File: src/rtl/mesh_buf_pkg.sv
`default_nettype none
// ============================================================================
//  Module      : mesh_buf_pkg
//  Description : Shared types and size helpers for the mesh terminal buffer
//                and its verification interface.
//  Revision    : 1.0 - initial release
// ============================================================================
package mesh_buf_pkg;

    // Packet width used across the mesh (mirrors the PAKG_SIZE define)
    localparam int c_pkg_w = 32;

    typedef logic [c_pkg_w-1:0] pkt_t;

    // Number of terminal ports on a ROWS x COLUMNS mesh (one per edge node side)
    function automatic int N_TERM(input int rows, input int columns);
        return 2 * rows + 2 * columns;
    endfunction

    // Occupancy counter width: must represent 0..DEPTH inclusive
    function automatic int cnt_w(input int depth);
        return $clog2(depth) + 1;
    endfunction

endpackage
`default_nettype wire

File: src/rtl/mesh_buf_chan.sv
`default_nettype none
// ============================================================================
//  Module      : mesh_buf_chan
//  Description : One show-ahead terminal FIFO with occupancy, full/almost-full
//                flags, sticky underflow and a saturating drop counter.
//  Revision    : 1.0 - initial release
// ============================================================================
module mesh_buf_chan
    import mesh_buf_pkg::*;
#(
    parameter int PKG_W  = 32,
    parameter int DEPTH  = 8,
    parameter int AF_LVL = DEPTH - 2,
    parameter int DROP_W = 16,
    parameter int CW     = cnt_w(DEPTH)
) (
    input  logic              clk_i,
    input  logic              rst_i,
    input  logic              push_i,
    input  logic [PKG_W-1:0]  data_i,
    input  logic              pop_i,
    output logic              full_o,
    output logic              afull_o,
    output logic              pndng_o,
    output logic [PKG_W-1:0]  data_o,
    output logic [CW-1:0]     count_o,
    output logic [DROP_W-1:0] drop_cnt_o,
    output logic              underflow_o
);

    // Pointer width; pointers wrap naturally because DEPTH is a power of two
    localparam int c_aw = $clog2(DEPTH);

    logic [PKG_W-1:0]  r_mem [DEPTH];
    logic [c_aw-1:0]   r_wr_ptr;
    logic [c_aw-1:0]   r_rd_ptr;
    logic [CW-1:0]     r_count;
    logic [DROP_W-1:0] r_drop_cnt;
    logic              r_underflow;

    logic w_empty;
    logic w_full;
    logic w_push_ok;
    logic w_pop_ok;
    logic w_drop;

    // A pop on a full FIFO frees the slot the simultaneous push needs
    assign w_empty   = (r_count == '0);
    assign w_full    = (r_count == CW'(DEPTH));
    assign w_push_ok = push_i & (~w_full | pop_i);
    assign w_pop_ok  = pop_i & ~w_empty;
    assign w_drop    = push_i & ~w_push_ok;

    // Packet storage; intentionally not reset, contents are qualified by count
    always_ff @(posedge clk_i) begin
        if (w_push_ok) begin
            r_mem[r_wr_ptr] <= data_i;
        end
    end

    // Pointers and occupancy follow accepted pushes and effective pops
    always_ff @(posedge clk_i or posedge rst_i) begin
        if (rst_i) begin
            r_wr_ptr <= '0;
            r_rd_ptr <= '0;
            r_count  <= '0;
        end else begin
            if (w_push_ok) begin
                r_wr_ptr <= r_wr_ptr + c_aw'(1);
            end
            if (w_pop_ok) begin
                r_rd_ptr <= r_rd_ptr + c_aw'(1);
            end
            case ({w_push_ok, w_pop_ok})
                2'b10:   r_count <= r_count + CW'(1);
                2'b01:   r_count <= r_count - CW'(1);
                default: r_count <= r_count;
            endcase
        end
    end

    // Rejected pushes counted (saturating); pop-while-empty latched until reset
    always_ff @(posedge clk_i or posedge rst_i) begin
        if (rst_i) begin
            r_drop_cnt  <= '0;
            r_underflow <= 1'b0;
        end else begin
            if (w_drop && (r_drop_cnt != '1)) begin
                r_drop_cnt <= r_drop_cnt + DROP_W'(1);
            end
            if (pop_i && w_empty) begin
                r_underflow <= 1'b1;
            end
        end
    end

    // Flags decode from the registered count; head is zero while empty
    assign pndng_o     = ~w_empty;
    assign full_o      = w_full;
    assign afull_o     = (r_count >= CW'(AF_LVL));
    assign data_o      = w_empty ? '0 : r_mem[r_rd_ptr];
    assign count_o     = r_count;
    assign drop_cnt_o  = r_drop_cnt;
    assign underflow_o = r_underflow;

endmodule
`default_nettype wire

File: src/rtl/mesh_term_buffer.sv
`default_nettype none
// ============================================================================
//  Module      : mesh_term_buffer
//  Description : Multi-terminal ingress buffer for the mesh router. One
//                independent show-ahead FIFO per terminal port; this level
//                only maps the port arrays onto the channel instances.
//                DEPTH must be a power of two and at least 2.
//  Revision    : 1.0 - initial release
// ============================================================================
module mesh_term_buffer
    import mesh_buf_pkg::*;
#(
    parameter  int ROWS    = 4,
    parameter  int COLUMNS = 4,
    parameter  int PKG_W   = 32,
    parameter  int DEPTH   = 8,
    parameter  int AF_LVL  = DEPTH - 2,
    parameter  int DROP_W  = 16,
    localparam int c_n     = N_TERM(ROWS, COLUMNS),
    localparam int c_cw    = cnt_w(DEPTH)
) (
    input  logic              clk_i,
    input  logic              rst_i,
    input  logic              push_i      [c_n],
    input  logic [PKG_W-1:0]  data_i      [c_n],
    output logic              full_o      [c_n],
    output logic              afull_o     [c_n],
    output logic              pndng_o     [c_n],
    output logic [PKG_W-1:0]  data_o      [c_n],
    input  logic              pop_i       [c_n],
    output logic [c_cw-1:0]   count_o     [c_n],
    output logic [DROP_W-1:0] drop_cnt_o  [c_n],
    output logic              underflow_o [c_n]
);

    // Terminals share nothing but the clock and reset
    for (genvar g = 0; g < c_n; g++) begin : g_chan
        mesh_buf_chan #(
            .PKG_W  (PKG_W),
            .DEPTH  (DEPTH),
            .AF_LVL (AF_LVL),
            .DROP_W (DROP_W),
            .CW     (c_cw)
        ) u_chan (
            .clk_i       (clk_i),
            .rst_i       (rst_i),
            .push_i      (push_i[g]),
            .data_i      (data_i[g]),
            .pop_i       (pop_i[g]),
            .full_o      (full_o[g]),
            .afull_o     (afull_o[g]),
            .pndng_o     (pndng_o[g]),
            .data_o      (data_o[g]),
            .count_o     (count_o[g]),
            .drop_cnt_o  (drop_cnt_o[g]),
            .underflow_o (underflow_o[g])
        );
    end

endmodule
`default_nettype wire

File: config.mk
export PLATFORM = sky130hd
export DESIGN_NAME = mesh_term_buffer
export DESIGN_NICKNAME = d
export VERILOG_FILES = /design/src/rtl/mesh_buf_pkg.sv /design/src/rtl/mesh_buf_chan.sv /design/src/rtl/mesh_term_buffer.sv
export SDC_FILE = /design/constraint.sdc
export NUM_CORES = 2
export LEC_CHECK = 0
export ABC_CLOCK_PERIOD_IN_PS = 5950
export BUFFER_PORTS_ARGS = -buffer_cell sky130_fd_sc_hd__buf_2
export CAP_MARGIN = 5
export CORE_ASPECT_RATIO = 0.6
export CORE_MARGIN = 2
export CORE_UTILIZATION = 40
export DETAILED_ROUTE_END_ITERATION = 6
export PLACE_DENSITY = 0.55
export SLEW_MARGIN = 0
export SYNTH_ARGS = -nofsm -noshare
export SYNTH_HDL_FRONTEND = slang
export SYNTH_HIERARCHICAL = 1
export SYNTH_SLANG_ARGS = --single-unit
export TNS_END_PERCENT = 5
File: constraint.sdc
create_clock -name clk_i -period 5.95 [get_ports clk_i]
set_input_delay 1.19 -clock clk_i [delete_from_list [all_inputs] [get_ports clk_i]]
set_output_delay 1.19 -clock clk_i [all_outputs]
set_load 0.03 [all_outputs]
# Yosys cells after proc, flatten, opt, wreduce, memory -nomap -nowiden
# Memories as Yosys holds them, arrays and structs flattened.
# Cells that the tools add are included.
[word_totals] reg_bits=432 ramBits=4096 in_bits=546 output_inout_bits=896 wordCells=496 n_memories=16
[memory_table] memory="g_chan[0].u_chan.r_mem" depth=8 word_bits=32 rd=1 rd_clocked_by_memory_dff=0 wr=1 line_no="mesh_buf_chan.sv:34" source="logic [PKG_W-1:0] r_mem [DEPTH];"
[memory_table] memory="g_chan[10].u_chan.r_mem" depth=8 word_bits=32 rd=1 rd_clocked_by_memory_dff=0 wr=1 line_no="mesh_buf_chan.sv:34"
[memory_table] memory="g_chan[11].u_chan.r_mem" depth=8 word_bits=32 rd=1 rd_clocked_by_memory_dff=0 wr=1 line_no="mesh_buf_chan.sv:34"
[memory_table] memory="g_chan[12].u_chan.r_mem" depth=8 word_bits=32 rd=1 rd_clocked_by_memory_dff=0 wr=1 line_no="mesh_buf_chan.sv:34"
[memory_table] memory="g_chan[13].u_chan.r_mem" depth=8 word_bits=32 rd=1 rd_clocked_by_memory_dff=0 wr=1 line_no="mesh_buf_chan.sv:34"
[memory_table] memory="g_chan[14].u_chan.r_mem" depth=8 word_bits=32 rd=1 rd_clocked_by_memory_dff=0 wr=1 line_no="mesh_buf_chan.sv:34"
[memory_table] memory="10 more memories"
[op_classes] n_addsub=80 order_cmp=16 eq_ne=64 muxes=64 bitwise=112 n_reduce_logical=64
[ops] operator="$mux 32" count=16
[ops] operator="$add 16x1->16 const B" count=16
[ops] operator="$ne 16x16->1 const B" count=16
[ops] operator="$pmux 4 s2" count=16
[ops] operator="$add 3x1->3 const B" count=32
[ops] operator="$add 4x1->4 const B" count=16
[ops] operator="$eq 4x4->1 const B" count=16
[ops] operator="$ge 4x3->1 const B" count=16
[ops] operator="$logic_not 4->1" count=16
[ops] operator="$sub 4x1->4 const B" count=16
[ops] operator="$and 1x1->1" count=48
[ops] operator="$not 1->1" count=48
[ops] operator="$eq 2x1->1 const B" count=16
[ops] operator="$eq 2x2->1 const B" count=16
[ops] operator="$logic_and 1x1->1" count=32
[ops] operator="$mux 1" count=32
[ops] operator="$reduce_bool 2->1" count=16
[ops] operator="$or 1x1->1" count=16

# Depth between registers and ports, before layout
[logic_depth] ltp_word=7 depth_mapped=12 mapped_depth_nobuf=10

# By module
# Netlist, hierarchy kept.
[modules_own_cells] mod="mesh_buf_chan (g_chan[2].u_chan ...)" instances=7 cells_per_inst=550 area_each_um2=11170.7 seq_area_each_um2=8363.0
[modules_own_cells] mod="mesh_buf_chan (g_chan[0].u_chan ...)" instances=7 cells_per_inst=546 area_each_um2=11165.7 seq_area_each_um2=8363.0
[modules_own_cells] mod="mesh_buf_chan (g_chan[9].u_chan)" instances=1 cells_per_inst=548 area_each_um2=11250.8 seq_area_each_um2=8363.0
[modules_own_cells] mod="mesh_buf_chan (g_chan[1].u_chan)" instances=1 cells_per_inst=547 area_each_um2=11228.3 seq_area_each_um2=8363.0

# Worst setup path after synthesis
# OpenSTA, ideal clock, no wires.
[synth_timing] path_type="input-to-reg" from="input port pop_i[13] in the netlist's numbering" to="memory g_chan[2].u_chan.r_mem[0][0] (enable)" setup_ns=0.502 t_arrival_ns=4.652 required_time_ns=5.448 setup_slack_ns=0.797 stages=3 n_path_buf=0 cell_sequence="o21a_1 clkinv_1 nor4_1"
[synth_via] elab_chain_len=4
[synth_lines] element="from (decl)" line_no="mesh_term_buffer.sv:30" source="input logic pop_i [c_n],"
[synth_lines] element="$or 1x1->1" line_no="mesh_buf_chan.sv:50" source="assign w_push_ok = push_i & (~w_full | pop_i);"
[synth_lines] element="$and 1x1->1" line_no="mesh_buf_chan.sv:50"
[synth_lines] element="$mux 1" line_no="mesh_buf_chan.sv:56" source="if (w_push_ok) begin"
[synth_lines] element="$mux 1 (implied by the code)" line_no="mesh_buf_chan.sv:57" source="r_mem[r_wr_ptr] <= data_i;"
[synth_lines] element="to (decl)" line_no="mesh_buf_chan.sv:34"
# Every way passes these cells.

==> summary.md <==
| Metric | Value |
|---|---|
| Count of clock tree sinks | `~4500` |
| Met2 track demand over resource | `32.96%` |
| Setup_tns | `0 ns` |
| Count of final setup violators | `0` |
| Element type at the critical path end | `output pin` |
| Clk_lat worst skew | `approximately 1 ns` |
| DRT Wirelength | `478.7 mm` |
| Synth Flop Type | `sky130_fd_sc_hd__edfxtp_1` |
| Setup slack of the worst register-to-register path | `about 2.4 ns` |
| RSZ-0062 raised after global routing | `no` |
| Required time of the critical path | `about 4.8 ns` |
| Post-synthesis sequential element count | `between 4000 and 5000` |
| Average footprint of a synthesized cell | `between 20 and 25 sq um` |
| Crit path setup slack, layout | `slightly above 1 ns` |
| Number of buffers created by CTS | `418` |
| Site row count | `190` |
| Via count of the first global-routing pass | `between 90000 and 100k` |
| Clock tree from TritonCTS | `built` |
| Top area cells in the synthesized netlist | `sky130_fd_sc_hd__edfxtp_1 69%, sky130_fd_sc_hd__mux4_2 13%, sky130_fd_sc_hd__dfrtp_1 6.0%` |
| Skew final | `~0.073 ns` |
| Overall die height | `about 520 microns` |
| Biggest area consumer among synthesized cells | `sky130_fd_sc_hd__edfxtp_1` |
| Global-route wire length before repair | `approximately 700 mm` |
| Hold Violations, Final | `0` |
| Fillcell total | `between 30000 and 40000` |
| Maximum number of pins on one net before global-route repair | `67` |
| Number of maximum-capacitance constraint violations | `0` |
| Routed length per placed instance | `28.36 microns` |
| Starting density of the core | `40.12%` |
| Share of the synthesized area in compound gates (AO/OA/AOI/OAI) | `about 1.1%` |
| Share of the yosys chip area belonging to registers | `74.82%` |
| Setup WS pre-CTS | `roughly 2.0 ns` |
| Area Growth Syn to Fin | `16.52%` |
| Combinational family with the most area after synthesis | `multiplexers` |
| EDFF count, synth | `4096` |
| Drt pass-1 iters | `7` |
| Busiest layer in global routing | `met2` |
| Area share of xor/xnor cells in the synthesized design | `under 10%` |
| Met3 track demand over resource in global routing | `under 10%` |
| Synth Area in Simple Gates | `4.235%` |
| Multi-input gate area | `approximately 0.044 sq mm` |
| Vias post-DR | `between 90000 and 100k` |
| Power Dens Cells | `around 520 mW/mm^2` |
| Post-Route Hold Slack | `around 0.31 ns` |
| HP Class | `primary input to asynchronous set/reset pin` |
| Total Die Area | `~0.45 sq mm` |
| Yosys cell types | `61` |
| Global routing usage summed across all routing layers | `about a fifth` |
| Result of the run | `finished clean` |
| Critical path launch point type | `register` |
| Synth Instances | `~8800` |
| DRC errors left | `0` |
| Number of nets in the final layout | `11107` |
| Min Tclk post-route | `roughly 5 ns` |
| Maximum root-to-sink buffer count | `4` |
| Number of routed nets with antenna violations | `0` |
| Relative slew margins | `about 17%` |
| Leakage power | `between 70 and 80 nW` |
| Overall overflow remaining after global route | `0` |
| Clock transition time at the flip-flop clock pins of the worst setup and hold paths | `~0.06 ns` |
| Die boundary width | `867.2 microns` |
| Portion of synthesized cell area occupied by the leading cell type | `68.78%` |
| DP Wirelength | `~320 mm` |
| Depth of the CTS H-tree | `5` |
| Number of top-level pins | `around 1400` |
| Final period util | `82.57%` |
| Met1 track utilization from global routing | `approximately 28%` |
| Largest fanout on the critical path | `41` |
| Worst-case vdd ir drop | `between 0.4 and 0.5 mV` |
| Data arrival, critical path | `around 3.7 ns` |
| Synthesized cell area | `between 0.15 and 0.2 sq mm` |
| Fmax | `203.6 MHz` |
| Share of cell area taken by muxes after synthesis | `roughly 16%` |
| Path type of the worst setup path | `register to output pin` |
| Cell at the root of the clock tree | `sky130_fd_sc_hd__clkbuf_16` |
| Worst slew pin tran | `1.241 ns` |
| Post-Synth Adder-Cell Area | `0.6717%` |
| Core outline area | `between 0.4 and 0.5 sq mm` |
| Port bufs | `around 1400` |
| Ys Warns | `6` |
| Routability congestion estimate from global placement | `~0.9` |
| Number of post-CTS setup repair buffers | `0` |
| Initial antenna violation count | `264` |
| Leading cell type in the layout, fill and taps excluded | `sky130_fd_sc_hd__edfxtp_1` |
| Most frequent cells in the layout | `4096 x sky130_fd_sc_hd__edfxtp_1, 1441 x sky130_fd_sc_hd__buf_2, 1024 x sky130_fd_sc_hd__mux4_2` |
| Number of nets in the synthesized netlist | `between 9000 and 10000` |
| Total count of max-transition violations in the final report | `0` |
| Vias/cell | `roughly 5.5` |
| Hold-fix buffers at CTS | `0` |
| Detailed Route Iter0 Violations | `between 8000 and 9000` |
| Sequential standard cell area | `0.1339 sq mm` |
| Synth async-reset ratio | `9.541%` |
| Number of instances resized during post-cts repair | `0` |
| Fraction of layout instances using a drive strength above 1 | `33.94%` |
==> registers in the layout (all words and copies together), names as in the netlist <==
register,count
g_chan.u_chan/r_rd_ptr,48
g_chan.u_chan/count_o,64
g_chan.u_chan/drop_cnt_o,256
g_chan.u_chan/underflow_o,16
g_chan.u_chan/r_mem,4096
g_chan.u_chan/r_wr_ptr,48
==> cell type report <==
| type | count | share of cell area [%] |
|---|---|---|
| multi-input combinational | 3741 | 20.91 |
| tap | 5952 | 3.574 |
| timing repair buffer | 1675 | 4.350 |
| clock buffer | 540 | 5.307 |
| inverter | 101 | 0.2186 |
| sequential | 4528 | 64.26 |
| antenna | 98 | 0.1177 |
| clock inverter | 241 | 1.257 |
==> critical path, cell delays in order (launching register included) <==
cell and delay (ns):
sky130_fd_sc_hd__dfrtp_2 1.06, sky130_fd_sc_hd__buf_4 0.51, sky130_fd_sc_hd__mux4_2 0.37, sky130_fd_sc_hd__mux2i_1 0.46, sky130_fd_sc_hd__nor2_1 0.13, sky130_fd_sc_hd__buf_2 0.21
==> metal layers <==
layer | up-vias | part of all wire [%] | wire length, microns
met5 | - | 0.083 | 396
met4 | 62 | 3.4 | 16510
met3 | 979 | 6.1 | 29350
met2 | 3159 | 48 | 231000
met1 | 48793 | 42 | 201400
li1 | 38999 | - | -
==> synth_stat cells (25+ instances only) <==
cell type,number
sky130_fd_sc_hd__nor4_1,35
sky130_fd_sc_hd__a21oi_1,54
sky130_fd_sc_hd__mux2_2,53
sky130_fd_sc_hd__mux4_2,1024
sky130_fd_sc_hd__xor2_1,236
sky130_fd_sc_hd__xnor2_1,104
sky130_fd_sc_hd__ha_1,96
sky130_fd_sc_hd__a211oi_1,45
sky130_fd_sc_hd__nand2_1,229
sky130_fd_sc_hd__a21o_1,32
sky130_fd_sc_hd__and2_1,26
sky130_fd_sc_hd__buf_6,25
sky130_fd_sc_hd__nand3_1,82
sky130_fd_sc_hd__buf_1,81
sky130_fd_sc_hd__dfrtp_1,432
sky130_fd_sc_hd__nand4_1,59
sky130_fd_sc_hd__mux2i_1,519
sky130_fd_sc_hd__nor2_1,619
sky130_fd_sc_hd__nand2b_1,65
sky130_fd_sc_hd__clkbuf_1,183
sky130_fd_sc_hd__a2111oi_2,27
sky130_fd_sc_hd__and3_1,34
sky130_fd_sc_hd__inv_1,77
sky130_fd_sc_hd__buf_2,100
sky130_fd_sc_hd__and4_1,25
sky130_fd_sc_hd__nor3_1,123
sky130_fd_sc_hd__edfxtp_1,4096
==> kinds of logic after synthesis <==
family | after synthesis
xor+xnor | 340
simple gates | 1440
compound gates | 260
buf+inv | 498
fa+ha+maj | 96
flops | 4528
mux | 1605
==> worst paths after layout <==
check / to / from / cells after the start
min in group clk_i: g_chan[0].u_chan/underflow_o / pop_i[15] / 2
worst max register to register: g_chan[0].u_chan/count_o[2] / g_chan[0].u_chan/count_o[1] / 11
worst min-delay path: g_chan[13].u_chan/r_wr_ptr[0] / rst_i / 2
max in group asynchronous: g_chan[2].u_chan/r_rd_ptr[0] / rst_i / 3
worst max-delay path: data_o[66] / g_chan[13].u_chan/r_rd_ptr[1] / 5
worst min register to register: g_chan[0].u_chan/underflow_o / g_chan[0].u_chan/underflow_o / 1
==> report_power, final <==
part           internal (mW)  switching (mW)
sequential              39.5            4.54
clock                   15.0            12.1
combinational           13.6            24.0
==> metrics by stage <==
step / util (%) / cell area (sq um) / std cells / power [mW]
finish: 46.75 / 208400 / 16876 / 108.7
global route: 46.72 / 208300 / 16829 / 113.1
CTS: 46.69 / 208100 / 16777 / 110.2
detailed placement: 43.62 / 194400 / 15996 / 83.04
global placement: 43.62 / 194400 / 15996 / 82.50
floorplan: - / 178800 / 8767 / 68.25
Note: power is estimated with default switching activity, not from simulation.
